<file path="src/rtl/mips_pkg.sv">
// Shared definitions for the boot-time instruction-memory loader.
// Contents: loader state enum, stream field widths, byte-lane order and a lane helper.
package mips_pkg;

    typedef enum logic [2:0] {
        StIdle,
        StHdr,
        StLoad,
        StCsum,
        StDone,
        StError
    } load_state_e;

    localparam int unsigned HdrWidth  = 16;
    localparam int unsigned CsumWidth = 8;

    // Words arrive MSB first: byte index 0 lands in lane 3 (bits [31:24]).
    localparam bit LaneMsbFirst = 1'b1;

    // Map a byte index within a word onto its 8-bit lane number.
    function automatic logic [1:0] lane_of(input logic [1:0] idx);
        return LaneMsbFirst ? (2'd3 - idx) : idx;
    endfunction

endpackage

</file>
<file path="src/rtl/imem_loader_if.sv">
// Byte-stream and instruction-memory write bus of the loader.
// slave  : loader view (consumes rx bytes, drives the imem write port).
// master : host/environment view (drives rx bytes, observes the write port).
// Signals: rx_data/rx_valid/rx_ready byte handshake; imem_we/imem_addr/imem_wdata write port.
interface imem_loader_if #(
    parameter int unsigned ADDR_W = 10
);
    logic [7:0]        rx_data;
    logic              rx_valid;
    logic              rx_ready;
    logic              imem_we;
    logic [ADDR_W-1:0] imem_addr;
    logic [31:0]       imem_wdata;

    modport slave (
        input  rx_data,
        input  rx_valid,
        output rx_ready,
        output imem_we,
        output imem_addr,
        output imem_wdata
    );

    modport master (
        output rx_data,
        output rx_valid,
        input  rx_ready,
        input  imem_we,
        input  imem_addr,
        input  imem_wdata
    );
endinterface

</file>
<file path="src/rtl/loader_word_assembler.sv">
// Packs accepted payload bytes into 32-bit words and emits a registered one-cycle
// word_valid strobe in the cycle after the 4th byte of each word is accepted.
// Ports: clk, reset (async, active-low), clear (restart at byte 0), accept/data (byte in),
//        word_valid/word (assembled word out; word holds until the next word completes).
module loader_word_assembler
    import mips_pkg::*;
(
    input  logic        clk,
    input  logic        reset,
    input  logic        clear,
    input  logic        accept,
    input  logic [7:0]  data,
    output logic        word_valid,
    output logic [31:0] word
);

    logic [1:0]  idx_q, idx_d;
    logic [31:0] lanes_q, lanes_d;
    logic [31:0] word_q, word_d;
    logic        valid_q, valid_d;
    logic [4:0]  base;

    always_comb begin
        idx_d   = idx_q;
        lanes_d = lanes_q;
        word_d  = word_q;
        valid_d = 1'b0;
        base    = {lane_of(idx_q), 3'b000};
        if (clear) begin
            idx_d   = '0;
            lanes_d = '0;
        end else if (accept) begin
            lanes_d[base +: 8] = data;
            idx_d              = idx_q + 2'd1;
            // Capture the completed word including the byte arriving now.
            if (idx_q == 2'd3) begin
                word_d  = lanes_d;
                valid_d = 1'b1;
            end
        end
    end

    always_ff @(posedge clk or negedge reset) begin
        if (!reset) begin
            idx_q   <= '0;
            lanes_q <= '0;
            word_q  <= '0;
            valid_q <= 1'b0;
        end else begin
            idx_q   <= idx_d;
            lanes_q <= lanes_d;
            word_q  <= word_d;
            valid_q <= valid_d;
        end
    end

    assign word_valid = valid_q;
    assign word       = word_q;

endmodule

</file>
<file path="src/rtl/imem_loader.sv">
// Boot loader: parses [N (16b BE)] [4N payload bytes] [8b checksum], writes big-endian
// words to instruction memory at addresses 0..N-1 and holds the core in reset until a
// complete, checksum-valid image is in place.
// Ports: clk, reset (async, active-low), start (load request pulse), bus (slave modport:
//        rx byte handshake + imem write port), core_reset, busy, done, error.
module imem_loader
    import mips_pkg::*;
#(
    parameter int unsigned ADDR_W = 10
) (
    input  logic             clk,
    input  logic             reset,
    input  logic             start,
    imem_loader_if.slave     bus,
    output logic             core_reset,
    output logic             busy,
    output logic             done,
    output logic             error
);

    localparam int unsigned MaxWords = 2 ** ADDR_W;

    typedef logic [ADDR_W:0]   wcnt_t;   // holds 0..2^ADDR_W
    typedef logic [ADDR_W+2:0] bcnt_t;   // holds 0..4*2^ADDR_W-1

    load_state_e          state_q, state_d;
    logic [7:0]           hdr_hi_q, hdr_hi_d;
    logic                 hdr_idx_q, hdr_idx_d;
    wcnt_t                len_q, len_d;
    bcnt_t                byte_cnt_q, byte_cnt_d;
    wcnt_t                word_cnt_q, word_cnt_d;
    logic [CsumWidth-1:0] sum_q, sum_d;
    logic                 core_reset_q, core_reset_d;

    logic                 accept;
    logic                 load_accept;
    logic                 clear;
    logic [HdrWidth-1:0]  hdr_n;
    logic                 len_ok;
    bcnt_t                last_byte;
    logic                 word_valid;
    logic [31:0]          word;

    assign accept    = bus.rx_valid & bus.rx_ready;
    assign hdr_n     = {hdr_hi_q, bus.rx_data};
    assign len_ok    = (hdr_n != '0) && ({16'd0, hdr_n} <= MaxWords);
    assign last_byte = {len_q, 2'b00} - bcnt_t'(1);

    always_comb begin
        state_d     = state_q;
        hdr_hi_d    = hdr_hi_q;
        hdr_idx_d   = hdr_idx_q;
        len_d       = len_q;
        byte_cnt_d  = byte_cnt_q;
        word_cnt_d  = word_cnt_q;
        sum_d       = sum_q;
        load_accept = 1'b0;
        clear       = 1'b0;

        // The word index advances after each write; the final write may land in CSUM/DONE.
        if (word_valid) begin
            word_cnt_d = word_cnt_q + wcnt_t'(1);
        end

        unique case (state_q)
            StIdle, StDone, StError: begin
                if (start) begin
                    state_d    = StHdr;
                    clear      = 1'b1;
                    hdr_idx_d  = 1'b0;
                    byte_cnt_d = '0;
                    word_cnt_d = '0;
                    sum_d      = '0;
                end
            end
            StHdr: begin
                if (accept) begin
                    if (!hdr_idx_q) begin
                        hdr_hi_d  = bus.rx_data;
                        hdr_idx_d = 1'b1;
                    end else begin
                        hdr_idx_d = 1'b0;
                        if (len_ok) begin
                            len_d   = hdr_n[ADDR_W:0];
                            state_d = StLoad;
                        end else begin
                            state_d = StError;
                        end
                    end
                end
            end
            StLoad: begin
                if (accept) begin
                    load_accept = 1'b1;
                    sum_d       = sum_q + bus.rx_data;
                    byte_cnt_d  = byte_cnt_q + bcnt_t'(1);
                    if (byte_cnt_q == last_byte) begin
                        state_d = StCsum;
                    end
                end
            end
            StCsum: begin
                if (accept) begin
                    state_d = (bus.rx_data == sum_q) ? StDone : StError;
                end
            end
            default: state_d = StIdle;
        endcase

        core_reset_d = (state_d != StDone);
    end

    always_ff @(posedge clk or negedge reset) begin
        if (!reset) begin
            state_q      <= StIdle;
            hdr_hi_q     <= '0;
            hdr_idx_q    <= 1'b0;
            len_q        <= '0;
            byte_cnt_q   <= '0;
            word_cnt_q   <= '0;
            sum_q        <= '0;
            core_reset_q <= 1'b1;
        end else begin
            state_q      <= state_d;
            hdr_hi_q     <= hdr_hi_d;
            hdr_idx_q    <= hdr_idx_d;
            len_q        <= len_d;
            byte_cnt_q   <= byte_cnt_d;
            word_cnt_q   <= word_cnt_d;
            sum_q        <= sum_d;
            core_reset_q <= core_reset_d;
        end
    end

    loader_word_assembler u_asm (
        .clk        (clk),
        .reset      (reset),
        .clear      (clear),
        .accept     (load_accept),
        .data       (bus.rx_data),
        .word_valid (word_valid),
        .word       (word)
    );

    assign busy           = (state_q == StHdr) || (state_q == StLoad) || (state_q == StCsum);
    assign bus.rx_ready   = busy;
    assign done           = (state_q == StDone);
    assign error          = (state_q == StError);
    assign core_reset     = core_reset_q;
    assign bus.imem_we    = word_valid;
    assign bus.imem_addr  = word_cnt_q[ADDR_W-1:0];
    assign bus.imem_wdata = word;

endmodule
</file>
<file path="src/flat_wrapper.sv">
// flat-port wrapper written by rule: the top's interface ports become plain ports
module imem_loader_flat import mips_pkg::*;
#(
    parameter int unsigned ADDR_W = 10
)
  (clk, reset, start, core_reset, busy, done, error, bus_rx_data, bus_rx_valid, bus_rx_ready, bus_imem_we, bus_imem_addr, bus_imem_wdata);
  imem_loader_if #(.ADDR_W(ADDR_W)) bus_i ();
  input  logic clk;
  input  logic reset;
  input  logic start;
  output logic core_reset;
  output logic busy;
  output logic done;
  output logic error;
  input wire logic [$bits(bus_i.rx_data)-1:0] bus_rx_data;
  input wire logic [$bits(bus_i.rx_valid)-1:0] bus_rx_valid;
  output wire logic [$bits(bus_i.rx_ready)-1:0] bus_rx_ready;
  output wire logic [$bits(bus_i.imem_we)-1:0] bus_imem_we;
  output wire logic [$bits(bus_i.imem_addr)-1:0] bus_imem_addr;
  output wire logic [$bits(bus_i.imem_wdata)-1:0] bus_imem_wdata;
  assign bus_i.rx_data = bus_rx_data;
  assign bus_i.rx_valid = bus_rx_valid;
  assign bus_rx_ready = bus_i.rx_ready;
  assign bus_imem_we = bus_i.imem_we;
  assign bus_imem_addr = bus_i.imem_addr;
  assign bus_imem_wdata = bus_i.imem_wdata;
  imem_loader #(.ADDR_W(ADDR_W)) u_core (.clk(clk), .reset(reset), .start(start), .bus(bus_i), .core_reset(core_reset), .busy(busy), .done(done), .error(error));
endmodule
</file>
<file path="config.mk">
export PLATFORM = sky130hd
export DESIGN_NAME = imem_loader_flat
export DESIGN_NICKNAME = d
export VERILOG_FILES = /design/src/rtl/mips_pkg.sv /design/src/rtl/imem_loader_if.sv /design/src/rtl/loader_word_assembler.sv /design/src/rtl/imem_loader.sv /design/src/flat_wrapper.sv
export SDC_FILE = /design/constraint.sdc
export NUM_CORES = 1
export LEC_CHECK = 0
export ABC_AREA = 0
export CORE_UTILIZATION = 45
export CTS_CLUSTER_SIZE = 24
export DETAILED_ROUTE_END_ITERATION = 10
export GPL_TIMING_DRIVEN = 1
export PLACE_DENSITY = 0.65
export SKIP_LAST_GASP = 1
export SYNTH_ARGS = -nofsm -noshare
export SYNTH_HDL_FRONTEND = slang
export SYNTH_SLANG_ARGS = --single-unit
</file>
<file path="constraint.sdc">
create_clock -name clk -period 5.95 [get_ports clk]
set_input_delay 0.595 -clock clk [delete_from_list [all_inputs] [get_ports clk]]
set_output_delay 0.595 -clock clk [all_outputs]
set_load 0.02 [all_outputs]
</file>
---- Yosys cells after proc, flatten, opt, wreduce, memory -nomap -nowiden ----
Cells that the tools add are included.
storage, ports and cells
  bits in writable memories ............... 0
  input bits .............................. 12
  memories kept ........................... 0
  bits in read-only memories .............. 0
  register bits ........................... 123
  bits in latches ......................... 0
operators by class
  add/sub/neg operators ................... 7
  multiply operators ...................... 0
  eq/ne operators ......................... 12
  divide/modulo/power cells ............... 0
  reductions and logical operators ........ 14
  magnitude comparators ................... 1
  mux-type cells .......................... 34
  shift-type cells ........................ 2
  bitwise logic cells ..................... 3
operators by type and width
  operator                                                                            count
  32-bit two-way mux                                                                  2
  11-bit two-way mux                                                                  3
  32-bit bitwise mux                                                                  1
  8-bit by 7-bit variable shift with 32-bit output, first input constant              1
  8-bit by 7-bit indexed part select with 32-bit output                               1
  13-bit two-way mux                                                                  2
  13-bit one-hot mux with 2 select lines                                              1
  3-bit two-way mux                                                                   7
  16-bit by 11-bit less-or-equal comparator with 1-bit output, second input constant  1
  8-bit two-way mux                                                                   2
  8-bit one-hot mux with 2 select lines                                               1
  16-bit nonzero test                                                                 1
  13-bit by 1-bit adder with 13-bit output, second input constant                     1
  13-bit equality test                                                                1
  13-bit by 1-bit subtractor with 13-bit output, second input constant                1
  3-bit one-hot mux with 4 select lines                                               1
  3-bit AND reduction                                                                 4
  11-bit by 1-bit adder with 11-bit output, second input constant                     1
  1-bit two-way mux                                                                   11
  8-bit adder                                                                         1
  8-bit equality test                                                                 1
  5-bit negator with 7-bit output                                                     1
  3-bit by 2-bit equality test with 1-bit output, second input constant               2
  3-bit equality test, second input constant                                          2
  17 further kinds                                                                    23

---- Longest topological paths before layout ----
Gate-level depths: netlist of the first run.
  depth after elaboration ................. 8
  depth in mapped cells ................... 8
  gate-level depth less buffers ........... 8

---- By module ----
From an unflattened synthesis of the first run, not the netlist that was laid out.
second synthesis, totals
  cells, all modules ...................... 600
  area, all modules ....................... 6174.7 µm²
modules (own cells, without submodules)
  module                 area an instance (µm²)  sequential area each (µm²)  cells each  instances
  imem_loader            3168.0                  1377.6                      322         1
  loader_word_assembler  3006.6                  1676.6                      278         1

---- Worst setup path after synthesis of the first run ----
No wires, ideal clock.
  path type ............................... reg2reg
  start ................................... register u_core.u_asm.idx_q[0]
  end ..................................... register u_core.u_asm.lanes_q[24]
  data arrival time ....................... 2228 ps
  cell stages (with the launch flop) ...... 8
  clock period less this slack ............ 2296 ps
  slack ................................... 3654 ps
  required time ........................... 5883 ps
  cells stage by stage .................... dfrtp_1 -> clkbuf_1 -> inv_1 -> ha_1 -> nor4b_2 -> and2_1 -> clkbuf_1 -> a22o_1
on the way
  longest elaborated chain between the ends .. 6
  elaborated cells between the ends (all ways) .. 7
  those cells by class .................... add/sub: 2; shift: 2; mux: 3
RTL lines
  element                                                                                                                           RTL line                     RTL
  start, declared                                                                                                                   loader_word_assembler.sv:17  logic [1:0] idx_q, idx_d;
  start signal, assigned                                                                                                            loader_word_assembler.sv:50  idx_q <= idx_d;
  2-bit subtractor *                                                                                                                mips_pkg.sv:22               return LaneMsbFirst ? (2'd3 - idx) : idx;
  5-bit negator with 7-bit output *                                                                                                 loader_word_assembler.sv:33  lanes_d[base +: 8] = data;
  8-bit by 7-bit indexed part select with 32-bit output / 8-bit by 7-bit variable shift with 32-bit output (equally long branches)  loader_word_assembler.sv:33
  32-bit bitwise mux *                                                                                                              loader_word_assembler.sv:33
  32-bit two-way mux *                                                                                                              loader_word_assembler.sv:32  end else if (accept) begin
  32-bit two-way mux *                                                                                                              loader_word_assembler.sv:29  if (clear) begin
  end signal, assigned                                                                                                              loader_word_assembler.sv:51  lanes_q <= lanes_d;
  end, declared                                                                                                                     loader_word_assembler.sv:18  logic [31:0] lanes_q, lanes_d;
Every way passes the cells marked *; elsewhere a longest branch is shown, timed or not. The select of a mux whose other input is x is not followed.
A chain may end at the register's enable or synchronous reset.

---- Final worst setup path of the first run ----
  start ................................... input port bus_rx_data[7]
  end ..................................... register u_core.len_q[3]
on the way
  longest elaborated chain between the ends .. 3
  elaborated cells between the ends (all ways) .. 4
  those cells by class .................... order compare: 1; reduce/logical: 3
RTL lines
  element                                                                                                    RTL line            RTL
  start, declared                                                                                            flat_wrapper.sv:15  input wire logic [$bits(bus_i.rx_data)-1:0] bus_rx_data;
  16-bit by 11-bit less-or-equal comparator with 1-bit output / 16-bit nonzero test (equally long branches)  imem_loader.sv:46   assign len_ok = (hdr_n != '0) && ({16'd0, hdr_n} <= MaxWords);
  1-bit logical AND *                                                                                        imem_loader.sv:46
  4-bit AND reduction (no line) *                                                                            --
  end signal, assigned                                                                                       imem_loader.sv:127  len_q <= len_d;
  end, declared                                                                                              imem_loader.sv:29   wcnt_t len_q, len_d;
Every way passes the cells marked *; elsewhere a longest branch is shown, timed or not.

==> flow_summary.toml, run 1 <==
[clocking]
cts_tree = "built"
holdBufCountCts = 0
htree_levels = 4
numCtsBuffers = 17
clkSlewWorstSetupHoldPaths_ns = 0.05
cts_sinks = 122
cts_buffer_depth = 2
worstSkewPairLatency_ns = 0.41
ctsResizeCount = 0
clock-root-buffer = "clkbuf_16"
post_cts_buffers = 0

[drt]
routed_via_density = 5.50
first_pass_iters = 4
detail-route-antenna-nets = 0
route.detailed.drc = 0
wl_per_cell_um = 16.3
route.met3.wl_um = 548
routed_wl_um = 13600
top_layer_used = "met4"
routedLengthMet1_um = 6240
wl_met2_um = 6560
dr.first_iter.drc_count = 201
vias = 4561

[timing]
fin_crit_ns = 2.88
maxSlewViolCount = 0
fin_crit_sh = 0.485
fin_skew_ns = 0.00900
tightest_slew_ns = 0.949
relSlewSlack = 0.367
hold_viol = 0
rsz0062_at_grt = "false"
setup_viol = 0
setup_ws_ns = 3.07
totalNegativeSetupSlack_ns = 0
fmax_mhz = 347

[final_layout]
antenna_cells = 0
layout.nets = 670
areaGrowthSynthToFinish_pct = 21.2
fin_util = 0.556
drive_gt1_frac = 0.0872
finalNonFillerCells = 830

[setup_path]
reg2reg_depth = 5
end_kind = "flop"
startpoint = "bus_rx_data[7]"
slowest_stage = "clkdlybuf4s50_1"
critical_path.max_stage_delay_ns = 0.76
cp_cell_sequence = "clkdlybuf4s50_1, nor4_1, a31oi_1, nor4_4, mux2_1"
path_max_fanout = 14
critPathKind = "in -> reg"
timing.rr.end = "u_core.u_asm.lanes_q[28]"
cp.arrival_ns = 3.18
setup.reg_to_reg.worst_slack_ns = 3.43
required_ns = 6.24
r2r_start = "u_core.u_asm.idx_q[0]"
cp-start-kind = "input port"

[floorplan]
die_h_um = 118
fp-row-count = 42
core_area_um2 = 13200
initial_core_util = 0.459
die_w_um = 118
die_area_um2 = 13900
io_pins = 60

[yosys]
synth_common_cells = "dfrtp_1 (121), nand2_1 (65), o21ai_0 (51)"
ys_seq_elements = 122
async_flop_share = 1.00
synth.avg_cell_area_um2 = 10.2
yosys_warnings = 0
syn_inst = 595
synth-edff-count = 0
synthTopCellsByArea = "dfrtp_1 (50%), a22o_1 (5.2%), o21ai_0 (4.2%), nand2_1 (4.0%), a21oi_1 (3.7%)"
synth.distinct_cells = 57
synth_area_um2 = 6050
synth_flop_cell = "dfrtp_1"
synth_top_area_share = 0.500
synth_top_area_cell = "dfrtp_1"
synth_nets = 623
ys_seq_area_frac = 0.505
synthMostInstantiatedCell = "dfrtp_1"

[placement]
portBuffers = 59
pre_cts_slack_ns = 2.62
globalplace.congestion = 0.837
hpwl_um = 9240
place_inst = 799

[grt]
grt-ovfl-total = 0
grt_pass1_vias = 4594
grt_antenna_before_repair = 0
grt_pass1_wl_um = 23100
grt_usage = 0.211
grt_start_max_net_pins = 72

[job]
max_cap_violations = 0

[status]
status = "finished, final reports clean"

[power_and_ir_drop]
peakVddDrop_v = 0.000181
p_per_area_nw_per_um2 = 311
p_leak_nw = 3.30

[worst_hold_path]
hold_class = "in -> async"
[per-layer routing]
layer / up-vias / track usage
met2: 105 / 0.339
met4: 0 / 0.0801
met1: 2255 / 0.279
met5: - / 0
met3: 18 / 0.0446
li1: 2183 / -
[critical path, delay by kind of cell]
family | cells | cell delay [ns]
buffers and inverters | 1 | 0.76
muxes | 1 | 0.39
and+or+nand+nor | 2 | 1.21
AOI/OAI and AO/OA | 1 | 0.21
[final cells by class]
cell class	count	area, µm²
clock buffers	22	454
clock inverters	9	123
fillers	1156	5860
inverters	10	37.5
multi-input cells	429	2840
flip-flops and latches	122	3050
well taps	176	220
repair buffers	62	611
[power breakdown]
part | switching, mW | leakage (nW) | internal (mW) | total [mW]
Sequential | 0.0530 | 1.66 | 0.884 | 0.937
Combinational | 0.189 | 1.35 | 0.138 | 0.328
Clock | 0.354 | 0.284 | 0.662 | 1.02
[logic make-up (layout without fill, tap and decap cells)]
group                      Yosys count  in the layout  share of synthesized area
buffers and inverters               44            103                     0.0289
DFF                                122            122                      0.505
AOI/OAI and AO/OA                  157            157                      0.163
xor gates and xnor gates            38             38                     0.0550
muxes                               18             18                     0.0333
and+or+nand+nor                    200            200                      0.181
adders and majority gates           16             16                     0.0343
[how the worst max path moves through the flow]
stage | slack, ns | cells after the start | endpoint
after floorplan | 3.65 | 7 | u_core.u_asm.lanes_q[24]
after global placement | 2.68 | 5 | u_core.len_q[2]
after detailed placement | 2.62 | 5 | u_core.len_q[3]
after CTS | 3.07 | 5 | u_core.len_q[3]
after global routing | 2.87 | 6 | u_core.u_asm.word[16]
final | 3.07 | 5 | u_core.len_q[3]
[cell usage in the layout (no fill, tap or decap), drive strengths merged, types with 2 or more instances in the layout]
cell	instances
a21o	4
a21oi	45
a22o	36
a22oi	2
a31o	2
a31oi	2
a32oi	2
and2	5
and3	5
buf	4
bufinv	3
clkbuf	22
clkdlybuf4s50	58
clkinv	5
dfrtp	121
ha	15
inv	10
mux2	17
nand2	66
nand2b	4
nand3	9
nand4	4
nand4b	2
nor2	37
nor2b	36
nor3	10
nor4	6
nor4b	4
o21ai	56
or3	4
xnor2	18
xor2	20
[per-stage QoR]
stage	power (mW)	cell area (µm²)	hold slack, ns
after floorplan	1.17	6050	0.299
after global placement	1.27	6760	0.461
after detailed placement	1.28	6760	0.469
after CTS	2.30	7330	0.232
after global routing	2.38	7330	0.269
final	2.28	7330	0.213
[registers in the layout (all words and copies together), names as in the netlist]
signal / flops
u_core.len_q: 11
u_core.hdr_idx_q: 1
u_core.u_asm.idx_q: 2
u_core.word_cnt_q: 10
u_core.state_q: 3
u_core.sum_q: 8
u_core.core_reset: 1
u_core.u_asm.word: 32
u_core.hdr_hi_q: 8
u_core.u_asm.word_valid: 1
u_core.byte_cnt_q: 13
u_core.u_asm.lanes_q: 32
Power figures use the tool's default switching activity.
==> inputs of run 2 (changes only) <==
Settings changed: PLACE_DENSITY 0.65 to 0.68.
Clock period 5.95 ns to 2.4 ns, I/O delays scaled along.
==> flow_summary.toml, run 2 (synthesis results as in run 1) <==
[status]
status = "finished, final reports clean"

[clocking]
clkSlewWorstSetupHoldPaths_ns = 0.05
numCtsBuffers = 17
cts_buffer_depth = 2
cts_tree = "built"
post_cts_buffers = 0
clock-root-buffer = "clkbuf_16"
worstSkewPairLatency_ns = 0.42
htree_levels = 4
cts_sinks = 122

[setup_path]
end_kind = "flop"
cp.arrival_ns = 2.54
cp-start-kind = "flop"
cp_cell_sequence = "nor2b_1, nor2_1, buf_4, a21oi_1, a22o_1"
required_ns = 2.75
r2r_start = "u_core.state_q[0]"
path_max_fanout = 10
setup.reg_to_reg.worst_slack_ns = 0.22
critical_path.max_stage_delay_ns = 0.57
reg2reg_depth = 5
slowest_stage = "a21oi_1"
timing.rr.end = "u_core.u_asm.lanes_q[19]"
critPathKind = "reg -> reg"

[drt]
route.detailed.drc = 0
dr.first_iter.drc_count = 348
routed_wl_um = 13800
vias = 4708
routed_via_density = 5.52
wl_per_cell_um = 16.2
first_pass_iters = 5
detail-route-antenna-nets = 0

[grt]
grtUsageMet2 = 0.336
grt_start_max_net_pins = 65
grt_usage = 0.212
grt_antenna_before_repair = 0
use_met3 = 0.0523
grt_util_met1 = 0.282
grt_pass1_wl_um = 23200
grt_busiest_layer = "met2"
grt-ovfl-total = 0
grt_pass1_vias = 4681

[power_and_ir_drop]
peakVddDrop_v = 0.000623
p_per_area_nw_per_um2 = 760
p_leak_nw = 3.42

[worst_hold_path]
hold_class = "in -> async"

[placement]
portBuffers = 59
hpwl_um = 9270
place_area_um2 = 6930
pre_cts_slack_ns = -0.0824
globalplace.congestion = 0.857

[floorplan]
die_area_um2 = 13900
core_area_um2 = 13200
io_pins = 60
die_h_um = 118
die_w_um = 118
initial_core_util = 0.459
fp-row-count = 42

[timing]
fin_crit_ns = 2.18
fin_skew_ns = 0.0103
tightest_slew_ns = 0.726
setup_viol = 0
setup_ws_ns = 0.215
maxSlewViolCount = 0
fmax_mhz = 458
fin_crit_sh = 0.910
rsz0062_at_grt = "false"
relSlewSlack = 0.516
hold_viol = 0
hold-worst-slack_ns = 0.305

[final_layout]
final_cell_mix = "dfrtp_1 (121), nand2_1 (65), clkdlybuf4s50_1 (58)"
fin_util = 0.571
areaGrowthSynthToFinish_pct = 24.4
antenna_cells = 0
final_common_cell = "dfrtp_1"
fin_area_um2 = 7530
drive_gt1_frac = 0.118
layout.nets = 692

[job]
max_cap_violations = 0
## run 2: worst max path at each step
stage | start | endpoint
2_1_floorplan | u_core.u_asm.idx_q[0] | u_core.u_asm.lanes_q[24]
3_3_place_gp | bus_rx_data[1] | u_core.len_q[8]
3_5_place_dp | bus_rx_data[1] | u_core.len_q[10]
4_1_cts | u_core.state_q[0] | u_core.u_asm.lanes_q[16]
5_1_grt | u_core.state_q[0] | u_core.u_asm.lanes_q[16]
6_report | u_core.state_q[0] | u_core.u_asm.lanes_q[19]
## run 2: report_power, final
group	switching, mW	internal [mW]
clock network	0.892	1.66
registers	0.134	2.19
logic	0.478	0.367
## run 2: layer usage
layer	up-vias	wire, µm
met3	16	596
met1	2354	6400
li1	2229	-
met4	0	182
met2	109	6610
met5	-	0
## run 2: cell type report
type	instances	area (µm²)
Clock buffer	25	505
Clock inverter	7	87.6
Fill cell	1110	5660
Inverter	10	37.5
Multi-Input combinational cell	429	2840
Sequential cell	122	3050
Tap cell	176	220
Timing Repair Buffer	84	791
## run 2: timing repair
item                                   4_1_cts  5_1_grt
setup endpoints to repair                    0        0
hold buffers                                 1        0
endpoints found under the hold margin       32        0
gates resized for setup                      0        0
## run 2: worst max-delay path: cells and delay by family, from the launching register on
family | cells | cell delay, ns
AO/OA/AOI/OAI | 2 | 0.80
AND/OR/NAND/NOR | 2 | 0.59
flip-flops | 1 | 0.53
buffers and inverters | 1 | 0.20
## run 2: metrics by stage
step | TNS [ns] | total power [mW] | std cells
6_report | 0 | 5.72 | 853
5_1_grt | 0 | 5.98 | 853
3_3_place_gp | -0.124 | 3.18 | 820
3_5_place_dp | -0.683 | 3.21 | 820
2_1_floorplan | 0 | 2.91 | 595
4_1_cts | 0 | 5.76 | 853
==> RTL edit, RTL diff (flow settings as in run 2) <==
The 6 states of `load_state_e` get a one-hot encoding in 6 bits.
--- a/src/rtl/mips_pkg.sv
+++ b/src/rtl/mips_pkg.sv
@@ -4,9 +4,9 @@
 
-    typedef enum logic [2:0] {
-        StIdle,
-        StHdr,
-        StLoad,
-        StCsum,
-        StDone,
-        StError
+    typedef enum logic [5:0] {
+        StIdle  = 6'b000001,
+        StHdr   = 6'b000010,
+        StLoad  = 6'b000100,
+        StCsum  = 6'b001000,
+        StDone  = 6'b010000,
+        StError = 6'b100000
     } load_state_e;
Formal check against the unedited RTL: same outputs for any inputs over 4 cycles, from zero or initial values and one cycle with reset low; so few cycles prove little.
==> RTL edit against run 2 <==
- register-to-register slack better by 0.04 ns
- area after synthesis is 2.4% higher
- wire length increased by 2.3%
- setup slack about the same
- critical path depth is 1 lower
- sequential cell count rose by 3
- first-iteration DRC count is 19% lower
- final area rose by 1.9%
- via count grew 2.0%
- critical path type is now reg2out
- critical endpoint is now bus_rx_ready
- largest cell class unchanged
Power is not compared: it rests on default switching activity, and its combinational part moved more than twofold at a synthesized area within 25%.
==> RTL edit: results <==
INSERT INTO impl_metrics (metric_group, metric, value, unit) VALUES
('logic_synthesis', 'synth_common_cells', '123 x dfrtp_1, 62 x nand2_1, 50 x a21oi_1', ''),
('place', 'postPlaceCellArea', '7080', 'um^2'),
('critical_path', 'critical_path_peak_fanout', '7', ''),
('timing', 'fin_worst_hold_slack', '0.372', 'ns'),
('critical_path', 'critPathMaxStageDelay', '0.60', 'ns'),
('route', 'dr.pass1.iters', '4', ''),
('critical_path', 'worst-endpoint-arrival', '1.95', 'ns'),
('route', 'detailedRoute.firstIterationViolations', '281', ''),
('finish', 'drive_above_1_share', '0.128', ''),
('route', 'drt-wirelength-per-cell', '16.3', 'um'),
('critical_path', 'crit_slowest_cell', 'clkdlybuf4s50_1', ''),
('timing', 'slew_headroom', '0.548', ''),
('finish', 'final_cells', '866', ''),
('place', 'placed_cells', '835', ''),
('logic_synthesis', 'synthesis.nets', '636', ''),
('route', 'post_drt_via_cell_ratio', '5.55', ''),
('logic_synthesis', 'synth.area.top_cells', 'dfrtp_1 50%, a22o_1 4.7%, a21oi_1 4.0%', ''),
('place', 'gpl.final_weighted_congestion', '0.880', ''),
('outcome', 'status', 'finished clean', ''),
('timing', 'layout_skew', '0.00556', 'ns'),
('critical_path', 'worst_r2r_endpoint', 'u_core.u_asm.lanes_q[23]', ''),
('place', 'dp_hpwl', '9650', 'um'),
('global_route', 'grt_pass1_vias', '4715', ''),
('critical_path', 'path_depth_of_the_worst_reg2reg_path', '6', ''),
('global_route', 'gr-usage-all-layers', '0.213', '');
==> RTL edit: changes by cell type in the layout (fill, tap and decap cells not counted), moves of 5 or more <==
cell	before	now
a21oi_1	45	50
and3_1	5	10
mux2_1	9	0
mux2_2	8	19
nor2_1	37	24
nor3b_1	0	5
nor4_1	3	8
o22ai_1	1	6
==> RTL edit: cell type report <==
type / count / area [um^2]
Multi-Input combinational cell: 436 / 2890
Fill cell: 1160 / 5680
Timing Repair Buffer: 88 / 826
Inverter: 11 / 41.3
Sequential cell: 125 / 3130
Tap cell: 176 / 220
Clock inverter: 9 / 87.6
Clock buffer: 21 / 480
==> RTL edit: cells by family (layout without fill, tap and decap cells) <==
| logic type | count (synthesis) | after routing | share of synthesized area |
|---|---|---|---|
| xor gates and xnor gates | 38 | 38 | 0.0537 |
| and+or+nand+nor | 201 | 201 | 0.174 |
| adders and majority gates | 16 | 16 | 0.0335 |
| muxes | 21 | 21 | 0.0377 |
| buffers and inverters | 47 | 129 | 0.0313 |
| AOI/OAI and AO/OA | 160 | 160 | 0.165 |
| DFF | 125 | 125 | 0.505 |
==> RTL edit: report_power, final <==
group          total (mW)  switching [mW]  internal [mW]
Clock                2.44           0.923           1.52
Sequential           3.05           0.400           2.65
Combinational        2.46            1.28           1.18
==> RTL edit: repair_timing <==
item | CTS | global route
endpoints found under the setup margin | 2 | 2
endpoints found under the hold margin | 39 | 0
resized for setup | 1 | 2
hold buffers | 1 | 0
pin swaps | 0 | 0
==> RTL edit: routing by layer <==
| metal | vias to the layer above | GRT usage | share of wire |
|---|---|---|---|
| li1 | 2296 | - | - |
| met1 | 2402 | 0.291 | 0.48 |
| met2 | 90 | 0.330 | 0.47 |
| met3 | 16 | 0.0445 | 0.033 |
| met4 | 0 | 0.0883 | 0.013 |
| met5 | - | 0 | 0 |
